`config.mk`:
```
export PLATFORM = sky130hd
export DESIGN_NAME = regfile_write_arbiter
export DESIGN_NICKNAME = d
export VERILOG_FILES = /design/src/rtl/regfile_pkg.sv /design/src/rtl/regfile_write_arbiter_rr_pick.sv /design/src/rtl/regfile_write_arbiter.sv
export SDC_FILE = /design/constraint.sdc
export NUM_CORES = 1
export LEC_CHECK = 0
export CORE_ASPECT_RATIO = 0.6
export CORE_MARGIN = 2
export CORE_UTILIZATION = 39
export CTS_CLUSTER_DIAMETER = 150
export DETAILED_ROUTE_END_ITERATION = 12
export PLACE_DENSITY = 0.88
export SYNTH_ARGS = -nofsm -noshare
export SYNTH_HDL_FRONTEND = slang
export SYNTH_SLANG_ARGS = --single-unit
```
`constraint.sdc`:
```
create_clock -name clock -period 2.5 [get_ports clock]
set_input_delay 0.75 -clock clock [delete_from_list [all_inputs] [get_ports clock]]
set_output_delay 0.75 -clock clock [all_outputs]
set_load 0.1 [all_outputs]
```
`src/rtl/regfile_pkg.sv`:
```
// Shared register-file constants: address/data widths, register count,
// the hard-wired zero register and the conflict counter width.
package regfile_pkg;
  localparam int ADDR_W   = 5;
  localparam int DATA_W   = 32;
  localparam int NUM_REGS = 32;
  localparam int REG_ZERO = 0;
  localparam int CNT_W    = 16;
endpackage

```
`src/rtl/regfile_write_arbiter_rr_pick.sv`:
```
// rr_pick: combinational round-robin picker. Searches the valid vector
// starting at ptr, wrapping modulo NUM_REQ, and returns the first hit as a
// one-hot grant, its index, and an any_grant flag.
module rr_pick #(
  parameter int NUM_REQ = 3,
  parameter int PTR_W   = $clog2(NUM_REQ)
) (
  input  logic [NUM_REQ-1:0] valid,
  input  logic [PTR_W-1:0]   ptr,
  output logic [NUM_REQ-1:0] grant,
  output logic [PTR_W-1:0]   grant_idx,
  output logic               any_grant
);

  // Walk offsets from farthest to nearest so the nearest valid source wins.
  always_comb begin
    int idx;
    idx       = 0;
    grant     = '0;
    grant_idx = '0;
    any_grant = 1'b0;
    for (int off = NUM_REQ - 1; off >= 0; off--) begin
      idx = (int'(ptr) + off) % NUM_REQ;
      if (valid[idx]) begin
        grant      = '0;
        grant[idx] = 1'b1;
        grant_idx  = PTR_W'(idx);
        any_grant  = 1'b1;
      end
    end
  end

endmodule

```
`src/rtl/regfile_write_arbiter.sv`:
```
// regfile_write_arbiter: shares the single register-file write port between
// NUM_REQ writeback sources with round-robin arbitration.
// Handshake: a source transfers when req_valid[i] & req_ready[i] in the same
// cycle; valid/addr/data are held stable until accepted, valid never waits on
// ready, and at most one ready bit is high per cycle (none during reset).
// Optional read-port forwarding is enabled by defining REGFILE_ARB_FWD_EN.
module regfile_write_arbiter #(
  parameter int NUM_REQ = 3,
  parameter int ADDR_W  = regfile_pkg::ADDR_W,
  parameter int DATA_W  = regfile_pkg::DATA_W
) (
  input  logic                      clock,
  input  logic                      reset,
`ifdef REGFILE_ARB_FWD_EN
  input  logic [ADDR_W-1:0]         rd_addr_a,
  input  logic [ADDR_W-1:0]         rd_addr_b,
  output logic                      fwd_hit_a,
  output logic                      fwd_hit_b,
  output logic [DATA_W-1:0]         fwd_data_a,
  output logic [DATA_W-1:0]         fwd_data_b,
`endif
  input  logic [NUM_REQ-1:0]        req_valid,
  output logic [NUM_REQ-1:0]        req_ready,
  input  logic [NUM_REQ*ADDR_W-1:0] req_addr,
  input  logic [NUM_REQ*DATA_W-1:0] req_data,
  output logic                      ctrl_writeEnable,
  output logic [ADDR_W-1:0]         ctrl_writeReg,
  output logic [DATA_W-1:0]         data_writeReg,
  output logic [2**ADDR_W-1:0]      write_onehot,
  output logic [15:0]               conflict_count
);
  import regfile_pkg::REG_ZERO;
  import regfile_pkg::CNT_W;

  localparam int PTR_W = $clog2(NUM_REQ);
  localparam logic [CNT_W-1:0] CNT_MAX = '1;

  logic [PTR_W-1:0]    ptr;
  logic [PTR_W-1:0]    ptr_next;
  logic [NUM_REQ-1:0]  grant;
  logic [PTR_W-1:0]    grant_idx;
  logic                any_grant;
  logic                accept;
  logic                real_write;
  logic                conflict;
  logic [ADDR_W-1:0]   sel_addr;
  logic [DATA_W-1:0]   sel_data;
  logic [2**ADDR_W-1:0] sel_onehot;

  rr_pick #(
    .NUM_REQ (NUM_REQ),
    .PTR_W   (PTR_W)
  ) u_rr_pick (
    .valid     (req_valid),
    .ptr       (ptr),
    .grant     (grant),
    .grant_idx (grant_idx),
    .any_grant (any_grant)
  );

  // Nothing is accepted while reset is high.
  assign req_ready  = reset ? '0 : grant;
  assign accept     = any_grant & ~reset;
  assign sel_addr   = req_addr[int'(grant_idx)*ADDR_W +: ADDR_W];
  assign sel_data   = req_data[int'(grant_idx)*DATA_W +: DATA_W];
  // r0 writes complete the handshake but never reach the port.
  assign real_write = accept & (sel_addr != ADDR_W'(REG_ZERO));
  assign ptr_next   = (grant_idx == PTR_W'(NUM_REQ - 1)) ? '0 : grant_idx + 1'b1;
  assign conflict   = ($countones(req_valid) >= 2);

  // Decode the selected address so the one-hot vector can be registered.
  always_comb begin
    sel_onehot           = '0;
    sel_onehot[sel_addr] = 1'b1;
  end

  // Pointer, write-port registers and saturating conflict counter.
  always_ff @(posedge clock) begin
    if (reset) begin
      ptr              <= '0;
      ctrl_writeEnable <= 1'b0;
      ctrl_writeReg    <= '0;
      data_writeReg    <= '0;
      write_onehot     <= '0;
      conflict_count   <= '0;
    end else begin
      if (accept) ptr <= ptr_next;
      ctrl_writeEnable <= real_write;
      write_onehot     <= real_write ? sel_onehot : '0;
      if (real_write) begin
        ctrl_writeReg <= sel_addr;
        data_writeReg <= sel_data;
      end
      if (conflict && (conflict_count != CNT_MAX)) conflict_count <= conflict_count + 1'b1;
    end
  end

`ifdef REGFILE_ARB_FWD_EN
  // Bypass the value currently on the write port to the two read ports.
  assign fwd_hit_a  = ctrl_writeEnable & (rd_addr_a == ctrl_writeReg) & (rd_addr_a != ADDR_W'(REG_ZERO));
  assign fwd_hit_b  = ctrl_writeEnable & (rd_addr_b == ctrl_writeReg) & (rd_addr_b != ADDR_W'(REG_ZERO));
  assign fwd_data_a = fwd_hit_a ? data_writeReg : '0;
  assign fwd_data_b = fwd_hit_b ? data_writeReg : '0;
`endif

endmodule
```
==> impl_results.md, run 1 <==
- Outcome: finished, violations left
- Failing checks: setup timing
- Final Power: 9.17 mW
- Net Sw Frac: 0.495
- Syn avg cell area: 9.22 um^2
- Final period utilization: 1.14
- DRC viols: 0
- Boundary Pins: 205
- Worst-path clk slew: 0.07 ns
- Post-Synth Simple-Gate Area: 0.209
- First-pass GRT wire length: 25.4 mm
- Port bufs: 204
- CP arrival: 2.10 ns
- Antenna violations before repair: 0
- Post-Synth Adder-Cell Area: 0.0131
- TritonCTS clock tree: built
- Synthesized Nets: 638
- Most Crowded Layer GR: met2
- Max Freq: 0.351 GHz
- CORE AREA: 12,000 um^2
- Fraction of layout cells with a size suffix above 1: 0.353
- Core Rows: 31
- M2 GR Usage: 0.380
- Root Driver: clkbuf_16
- Antenna viol nets, final: 0
- TritonCTS Buffers: 9
- Reg power frac: 0.202
- Sequential cell area fraction in the yosys report: 0.370
- M1 GR Usage: 0.341
- Fillcell total: 869
- Via Count: 4,961
- GR Overflow Total: 0
- Cell Pwr Density: 1100 nW/um^2
- Commonest non-fill, non-tap cell in the layout: buf_4
- Slew Limit Fails: 0
- Gate Count Post-Synth: 517
- Clk network pwr share: 0.141
- Met3 global-route usage: 0.0626
- Net switching power: 4.54 mW
- Die width: 147 um
- Final setup viols: 63
- Mapped cell area: 4770 um^2
- Worst Max-Slew Pin Slew: 0.806 ns
- Number of synthesis warnings: 0
- Via density: 5.13
- Flops & latches, synth: 88
- Post-synthesis mux area share: 0.157
- Vias in the first global route: 4,763
- Clk buf depth: 2
- Int Pwr: 4.63 mW
- # diodes: 0
- Post-DP HPWL: 12.2 mm
- RSZ-0062 raised after global routing: yes
- Setup_tns: -10.15 ns
- Final WL: 16.8 mm
- Hold bufs inserted after CTS: 0
- Die footprint: 13,200 um^2
- DR pass1 iterations: 4
- Asr flop ratio synth: 0
- EDFF count, synth: 0
- Unique masters post-synth: 70
- XOR/XNOR share of the synthesized area: 0.0239
- P_leak: 3.43 nW
- Synth Flop Type: dfxtp_1
- Skew final: 0.00522 ns
- Data required time at the worst endpoint: 1.75 ns
- Final Non-Filler Cells: 967
- Pin count of the biggest net entering global routing: 65
- Fin. Hold Viols: 0
- Clk sinks: 88
- Minimum clock period: 2.85 ns
- CP Max Fanout: 3
- Worst hold-check path type: flop to flop
- Final worst setup slack: -0.351 ns
- Max_slew headroom: 0.457
- Gate power share: 0.657
- Maximum VDD drop: 0.886 mV
- Most frequent cells in the layout: buf_4 (160), clkdlybuf4s50_1 (111), dfxtp_1 (81)
- Cells after DPL: 921
- Area growth syn-to-layout: 75.3%
- CP endpoint kind: primary output
- Max capacitance violation total: 0
- Initial Util: 0.398
- DR iter-0 viols: 262
- Largest family of logic cells by synthesized area: simple AND/OR/NAND/NOR gates
- Crit Path Category: flop to primary output
- Routed WL per cell: 17.4 um
- Compound-gate portion of the synthesized area: 0.182
- Clock Latency Late Sink: 0.34 ns
- Crit start category: flop
- Gr usage total: 0.245
- Die Y: 89.6 um
- Fin nets: 918
- Routability cong.: 0.864
- Htree depth: 3
metrics by stage:
step	utilization	worst slack [ns]	hold slack [ns]	instance area, um^2
after floorplan	-	-0.566	0.487	4870
after global placement	0.610	-0.973	0.462	7310
after detailed placement	0.610	-1.01	0.467	7310
after CTS	0.667	-0.374	0.484	8000
after global routing	0.697	-0.443	0.504	8360
final	0.697	-0.351	0.479	8360
critical path, cell delays in order (launching register included):
cell and delay, ns:
dfxtp_2 0.34, inv_2 0.06, ha_4 0.29, mux2_4 0.31
nand2_2 0.06, o21ai_2 0.06, o311ai_2 0.24, o21ai_2 0.11
nor2_4 0.11, buf_12 0.18
cell type report:
cell class	count	area (um^2)	area share
clock buffer	10	229	0.0274
clock inverter	6	53.8	0.00644
inverter	13	48.8	0.00584
multi-input combinational	384	3250	0.389
sequential	88	1770	0.212
tap	165	206	0.0247
timing repair buffer	301	2790	0.334
sequential cells by signal, indices dropped and copies added (netlist names):
name and count:
data_writeReg 32, write_onehot 32, conflict_count 16, ctrl_writeReg 5, ptr 2, ctrl_writeEnable 1
synth_stat cells, types with 2 or more instances:
master	instances	area [um^2]
xor2_1	2	17.5
nand3_1	12	60.1
mux2i_1	68	681
nor2_1	68	255
a21oi_1	11	55.1
nor2b_1	13	81.3
a21boi_0	4	30.0
clkbuf_1	18	67.6
o31ai_1	3	22.5
dfxtp_1	88	1760
nand2b_1	36	225
xnor2_1	11	96.3
a211o_1	32	280
o2111ai_1	3	26.3
nand4_1	2	12.5
or3_1	5	31.3
o311a_1	2	20.0
nor3b_1	2	15.0
o211ai_1	3	22.5
and3_1	8	50.1
and2_1	13	81.3
buf_2	8	40.0
ha_1	5	62.6
buf_6	3	33.8
o311ai_0	2	17.5
inv_1	13	48.8
nor4_1	4	25.0
buf_4	3	22.5
a211oi_2	2	25.0
mux2_2	5	56.3
o21ai_0	12	60.1
nand2_1	12	45.0
and4_1	2	17.5
nor3_1	6	30.0
timing repair:
| item | in CTS | in global routing |
|---|---|---|
| endpoints found under the hold margin | 0 | 0 |
| gates resized for setup | 60 | 56 |
| setup buffers | 15 | 12 |
| cloned | 4 | 0 |
| pin swaps | 20 | 16 |
| setup endpoints to repair | 78 | 72 |
power groups by stage:
stage / registers (mW) / logic (mW) / clock network (mW)
2_1_floorplan: 3.77 / 1.73 / 0
3_3_place_gp: 1.86 / 5.03 / 0
3_5_place_dp: 1.87 / 5.11 / 0
4_1_cts: 1.85 / 5.70 / 1.32
5_1_grt: 1.88 / 6.28 / 1.37
6_report: 1.85 / 6.03 / 1.29
routing by layer:
metal | vias to the layer above | wire, um
met4 | 0 | 187
met5 | - | 0
met2 | 168 | 7620
met3 | 15 | 1080
met1 | 2371 | 7950
li1 | 2407 | -
cell families after synthesis:
family | count (synthesis)
xor+xnor | 13
mux | 74
fa+ha+maj | 5
flops | 88
compound gates | 103
buf+inv | 45
other cells | 1
simple gates | 188
final timing paths:
check	endpoint	start	depth (start not counted)	slack, ns
worst min-delay path	data_writeReg[7]	data_writeReg[7]	2	0.48
worst max-delay path	req_ready[1]	ptr[0]	9	-0.35
worst max register to register	write_onehot[6]	ptr[0]	11	-0.26
worst min register to register	data_writeReg[7]	data_writeReg[7]	2	0.48
No activity file was read; power rests on OpenSTA's default activity.
==> run 2: changes to the inputs <==
--- a/config.mk
+++ b/config.mk
@@ -7,10 +7,12 @@
 export LEC_CHECK = 0
 export CORE_ASPECT_RATIO = 0.6
 export CORE_MARGIN = 2
-export CORE_UTILIZATION = 39
+export CORE_UTILIZATION = 58
 export CTS_CLUSTER_DIAMETER = 150
 export DETAILED_ROUTE_END_ITERATION = 12
-export PLACE_DENSITY = 0.88
+export DONT_BUFFER_PORTS = 1
+export PLACE_DENSITY = 0.86
+export SLEW_MARGIN = 10
 export SYNTH_ARGS = -nofsm -noshare
 export SYNTH_HDL_FRONTEND = slang
 export SYNTH_SLANG_ARGS = --single-unit
==> run 2 against run 1 <==
Net effect:
- the flow still finishes with violations (setup timing)
- flip-flop and latch count unchanged
- combinational power increased by 3%
- largest cell class unchanged
- sequential power decreased by 2%
- final cell count decreased by 19%
- critical path depth unchanged
- core utilization increased by 22 points
- critical endpoint unchanged
- maximum frequency decreased by 4.0%
- sequential share of layout area increased by 3.1 points
- die area decreased by 32%
- total power increased by 3.0%
- worst setup slack got worse by 0.12 ns
- wire length increased by 12%
==> impl_results.md, run 2 (synthesized netlist as in run 1, its figures left out) <==
- Outcome: finished, violations left
- Failing checks: setup timing
- Max incr delay on CP: 0.34 ns (about the same)
- Fin. Hold Viols: 0 (unchanged)
- Critical path buffers and inverters: 2 (unchanged)
- Crit start category: flop
- Fraction of layout cells with a size suffix above 1: 0.425 (+0.0719)
- Routed WL per cell: 23.9 um (+38%)
- Final WL: 18.8 mm (+12%)
- Worst-path cell chain: inv_2 > ha_4 > mux2_4 > nand2_4 > o21ai_4 > o311ai_1 > o21ai_1 > nor2_4 > buf_12
- P_leak: 3.00 nW (-13%)
- DR iter-0 viols: 475 (+81%)
- Die Y: 74.2 um (-17%)
- Via Count: 5,075 (+2.3%)
- Antenna violations before repair: 0 (unchanged)
- Skew final: 0.00559 ns (+0.000369 ns)
- Maximum VDD drop: 0.886 mV (about the same)
- Largest regs: data_writeReg x32, write_onehot x32, conflict_count x16
- CP endpoint kind: primary output
- Pin count of the biggest net entering global routing: 93 (+43%)
- Gr usage total: 0.358 (+0.113)
- DR pass1 iterations: 7 (+3)
- Max Freq: 0.337 GHz (-4.0%)
- Hold Path Depth: 1 (-1)
- Root Driver: clkbuf_16
- Clk buf depth: 2 (unchanged)
- CP Max Fanout: 2 (-1)
- Boundary Pins: 205 (unchanged)
- Worst hold-check path type: input pin to flop
- Final worst setup slack: -0.468 ns (-0.117 ns)
- Fin area: 7280 um^2 (-13%)
- Routability cong.: 0.879 (+1.7%)
- Crit Path Category: flop to primary output
- # diodes: 0 (unchanged)
- Htree depth: 3 (unchanged)
- Minimum clock period: 2.97 ns (+0.117 ns)
- Data required time at the worst endpoint: 1.75 ns (about the same)
- Cells after DPL: 728 (-21%)
- CORE AREA: 7910 um^2 (-34%)
- Worst Max-Slew Pin Slew: 0.770 ns (-0.0358 ns)
- Max capacitance violation total: 0 (unchanged)
- Levels on crit path: 9 (unchanged)
- Final setup viols: 72 (+14%)
- TritonCTS Buffers: 9 (unchanged)
- Post-DP HPWL: 10.1 mm (-17%)
- Area growth syn-to-layout: 52.7%
- Via density: 6.46 (+26%)
- TritonCTS clock tree: built
- Cell Pwr Density: 1300 nW/um^2 (+18%)
- Clk sinks: 88 (unchanged)
- Worst-path clk slew: 0.07 ns (about the same)
- Port bufs: 0 (-100%)
- First-pass GRT wire length: 24.7 mm (-3.0%)
- Fin nets: 794 (-14%)
- Core Rows: 25 (-19%)
- Die footprint: 8980 um^2 (-32%)
- Vias in the first global route: 4,828 (+1.4%)
- Delay-heaviest family, CP: compound AO/OA/AOI/OAI gates
- GR Overflow Total: 0 (unchanged)
- Commonest non-fill, non-tap cell in the layout: buf_4
- DRC viols: 0 (unchanged)
- Slew Limit Fails: 0 (unchanged)
- Cell Area, Placed: 5940 um^2 (-19%)
- Worst R2R Path Depth: 14 (+3)
- Antenna viol nets, final: 0 (unchanged)
- Final Non-Filler Cells: 786 (-19%)
- Initial Util: 0.602 (+0.205)
- Most frequent cells in the layout: buf_4 (134), dfxtp_1 (81), nor2_1 (63), mux2i_1 (63), nand2b_1 (36)
- RSZ-0062 raised after global routing: yes
- CP max stage cell: dfxtp_2
- Final period utilization: 1.19 (+0.0469)
- Clock Latency Late Sink: 0.34 ns (about the same)
- CP arrival: 2.22 ns (+0.12 ns)
- Die width: 121 um (-18%)
- Max_slew headroom: 0.481 (+0.0241)
## run 2: cell count changes in the layout (fill, tap and decap cells not counted), sizes merged
cell           before  now
clkdlybuf4s15       1    0
clkinv              3    0
clkbuf             10    9
inv                15   18
clkdlybuf4s50     111    0
buf               188  175
bufinv              0    1
o211a               1    2
## run 2: path summary, 6_finish.rpt
check / startpoint / end / slack [ns]
worst max-delay path: ptr[0] / req_ready[1] / -0.47
worst min register to register: data_writeReg[6] / data_writeReg[6] / 0.49
worst min-delay path: reset / conflict_count[5] / 0.47
worst max register to register: ptr[0] / write_onehot[2] / -0.34
## run 2: where the power goes
| part | internal (mW) | total, mW | switching, mW |
|---|---|---|---|
| Sequential | 1.68 | 1.81 | 0.127 |
| Combinational | 2.18 | 6.19 | 4.01 |
| Clock | 0.801 | 1.44 | 0.639 |
| Total | 4.67 | 9.44 | 4.78 |
## run 2: repair_timing
| item | 4_1_cts | 5_1_grt |
|---|---|---|
| hold buffers | 0 | 0 |
| gates cloned | 5 | 0 |
| endpoints found under the setup margin | 72 | 73 |
| pin swaps | 41 | 27 |
| buffers inserted | 32 | 10 |
| resized for setup | 101 | 42 |
## run 2: layout make-up
class                   count  area (um^2)
multi-input cells         385         3380
flip-flops and latches     88         1770
repair buffers            176         1630
fillers                   278          637
clock buffers               9          225
well taps                 108          135
clock inverters             7         86.3
inverters                  13         48.8
## run 2: per-stage QoR
stage                     hold WS, ns  power (mW)  utilization  setup WS (ns)  setup TNS, ns
after floorplan                 0.487        5.50            -         -0.566          -2.24
after global placement          0.462        6.51        0.751         -0.242          -5.77
after detailed placement        0.475        6.66        0.751         -0.318         -12.10
after CTS                       0.465        8.98        0.889         -0.392         -12.47
after global routing            0.463        9.69        0.920         -0.493         -21.59
final                           0.467        9.44        0.920         -0.468         -17.48
## run 2: routing by layer
| layer | GRT usage | vias to the layer above | routed length (um) |
|---|---|---|---|
| met3 | 0.105 | 108 | 1790 |
| li1 | - | 2173 | - |
| met2 | 0.617 | 376 | 8890 |
| met1 | 0.426 | 2418 | 7080 |
| met4 | 0.151 | 0 | 1040 |
| met5 | 0 | - | 0 |
==> run 3: changes to the inputs <==
--- a/config.mk
+++ b/config.mk
@@ -6,12 +6,12 @@
 export NUM_CORES = 1
 export LEC_CHECK = 0
 export CORE_ASPECT_RATIO = 0.6
-export CORE_MARGIN = 2
-export CORE_UTILIZATION = 58
+export CORE_UTILIZATION = 40
 export CTS_CLUSTER_DIAMETER = 150
 export DETAILED_ROUTE_END_ITERATION = 12
 export DONT_BUFFER_PORTS = 1
-export PLACE_DENSITY = 0.86
+export MAX_ROUTING_LAYER = met4
+export PLACE_DENSITY = 0.66
 export SLEW_MARGIN = 10
 export SYNTH_ARGS = -nofsm -noshare
 export SYNTH_HDL_FRONTEND = slang
==> run 3 against run 2 <==
Net effect:
- the flow still finishes with violations (setup timing)
- clock-buffer cell count did not move
- worst setup slack improved by 0.068 ns
- global-route usage fell by 12 points
- critical endpoint unchanged
- largest cell class unchanged
- highest routed layer unchanged
==> impl_results.md, run 3 (synthesized netlist as in run 1, its figures left out) <==
- Outcome: finished, violations left
- Failing checks: setup timing
- Cells after DPL: 788 (+8.2%)
- Levels on crit path: 9 (unchanged)
- Commonest non-fill, non-tap cell in the layout: buf_4
- Fin area: 7320 um^2 (+0.53%)
- M1 WL: 6.89 mm (-2.8%)
- Reg-to-reg critical path startpoint: ptr[0]
- Fin. Hold Viols: 0 (unchanged)
- Routability cong.: 0.864 (-1.7%)
- Routed length on met2: 6.89 mm (-23%)
- Area growth syn-to-layout: 53.5%
- Fraction of layout cells with a size suffix above 1: 0.415 (-0.00946)
- Largest regs: data_writeReg x32, write_onehot x32, conflict_count x16
- Fin nets: 795 (+0.13%)
- Worst-path clk slew: 0.07 ns (about the same)
- Skew final: 0.00263 ns (-0.00296 ns)
- Worst R2R Path Depth: 12 (-2)
- Cell Pwr Density: 1240 nW/um^2 (-4.6%)
- Final setup viols: 65 (-9.7%)
- # diodes: 0 (unchanged)
- Via density: 5.31 (-18%)
- Die footprint: 12,400 um^2 (+38%)
- First-pass GRT wire length: 21.7 mm (-12%)
- CP endpoint kind: primary output
- Final Non-Filler Cells: 839 (+6.7%)
- Hold bufs inserted after CTS: 0 (unchanged)
- RSZ-0062 raised after global routing: yes
- Clock Latency Late Sink: 0.34 ns (about the same)
- Clk sinks: 88 (unchanged)
- Boundary Pins: 205 (unchanged)
- GR Overflow Total: 0 (unchanged)
- Vias in the first global route: 4,141 (-14%)
- DR iter-0 viols: 188 (-60%)
- Final period utilization: 1.16 (-0.0272)
- DRC viols: 0 (unchanged)
- Setup_tns: -9.05 ns (+8.42 ns)
- CP max stage cell: dfxtp_2
- Critical path buffers and inverters: 2 (unchanged)
- Port bufs: 0 (unchanged)
- Cell Area, Placed: 6050 um^2 (+1.9%)
- Die width: 143 um (+18%)
- Critical path endpoint: req_ready[1]
- Fillcell total: 917 (+230%)
- Delay-heaviest family, CP: compound AO/OA/AOI/OAI gates
- Routed WL per cell: 17.7 um (-26%)
- Data required time at the worst endpoint: 1.75 ns (about the same)
- Die Y: 86.6 um (+17%)
- CORE AREA: 11,400 um^2 (+45%)
- Crit path from: ptr[0]
- CP arrival: 2.15 ns (-0.07 ns)
- Final WL: 14.8 mm (-21%)
- CP Max Fanout: 2 (unchanged)
- Gr usage total: 0.238 (-0.120)
- TritonCTS Buffers: 9 (unchanged)
- Clk buf depth: 2 (unchanged)
- P_leak: 2.98 nW (-0.67%)
- DR pass1 iterations: 5 (-2)
- Met3 WL post-DR: 821 um (-54%)
- Worst reg2reg setup slack: -0.21 ns (+0.13 ns)
- Worst-path cell chain: inv_2 > ha_4 > mux2_4 > nand2_2 > o21ai_2 > o311ai_1 > o21ai_1 > nor2_4 > buf_12
- TritonCTS clock tree: built
- Worst hold-check path type: input pin to flop
- R2r endpoint: write_onehot[7]
- Core Rows: 30 (+20%)
- Highest Signal Layer: met4
- Crit Path Category: flop to primary output
- Crit start category: flop
- Max capacitance violation total: 0 (unchanged)
- Via Count: 4,458 (-12%)
- Worst Max-Slew Pin Slew: 1.17 ns (+0.403 ns)
- Antenna viol nets, final: 0 (unchanged)
- Root Driver: clkbuf_16
- Initial Util: 0.416 (-0.186)
- Post-DP HPWL: 9.68 mm (-4.3%)
- Antenna violations before repair: 0 (unchanged)
- Max_slew headroom: 0.211 (-0.270)
- Slew Limit Fails: 0 (unchanged)
- Final worst setup slack: -0.400 ns (+0.0679 ns)
- Most frequent cells in the layout: buf_4 (136), dfxtp_1 (81), mux2i_1 (65)
- Htree depth: 3 (unchanged)
- Max incr delay on CP: 0.34 ns (about the same)
- Max Freq: 0.345 GHz (+2.3%)
- Maximum VDD drop: 0.801 mV (-9.7%)
- Minimum clock period: 2.90 ns (-0.0679 ns)
- Pin count of the biggest net entering global routing: 93 (unchanged)
==> run 3: per-layer routing <==
layer	GRT usage	up-vias
met5	-	-
met2	0.359	134
met4	0.0694	0
li1	-	2169
met3	0.0519	19
met1	0.318	2136
==> run 3: area by class of cell <==
cell class | instances | area, um^2 | area share
Clock buffer | 9 | 225 | 0.0308
Clock inverter | 7 | 72.6 | 0.00992
Inverter | 13 | 48.8 | 0.00667
Multi-Input combinational cell | 384 | 3320 | 0.454
Sequential cell | 88 | 1770 | 0.242
Tap cell | 160 | 200 | 0.0274
Timing Repair Buffer | 178 | 1680 | 0.229
==> run 3: timing repair <==
action / CTS / global route
hold endpoints to repair: 0 / 0
gates cloned: 5 / 0
gates resized for setup: 93 / 45
pin swaps: 40 / 30
buffers inserted: 27 / 9
setup endpoints to repair: 72 / 73
==> run 3: worst min path at each step <==
| stage | from | cells after the start | to | slack (ns) |
|---|---|---|---|---|
| 2_1_floorplan | ptr[0] | 2 | ptr[0] | 0.49 |
| 5_1_grt | reset | 1 | ctrl_writeReg[3] | 0.46 |
| 3_3_place_gp | data_writeReg[11] | 2 | data_writeReg[11] | 0.46 |
| 6_report | reset | 1 | conflict_count[6] | 0.47 |
| 3_5_place_dp | data_writeReg[10] | 2 | data_writeReg[10] | 0.47 |
| 4_1_cts | reset | 1 | ptr[1] | 0.46 |
==> run 3: per-stage QoR <==
stage               hold slack [ns]  power, mW  utilization  setup slack [ns]
finish                        0.465       9.06        0.639            -0.400
global placement              0.461       6.57        0.529            -0.261
global route                  0.461       9.42        0.639            -0.507
CTS                           0.459       8.91        0.621            -0.401
floorplan                     0.487       5.50            -            -0.566
detailed placement            0.469       6.66        0.529            -0.316
==> run 3: where the power goes <==
group,internal [mW],total [mW],switching (mW)
Combinational,2.14,5.94,3.79
Sequential,1.68,1.78,0.0971
Clock,0.705,1.34,0.632
Total,4.53,9.06,4.52
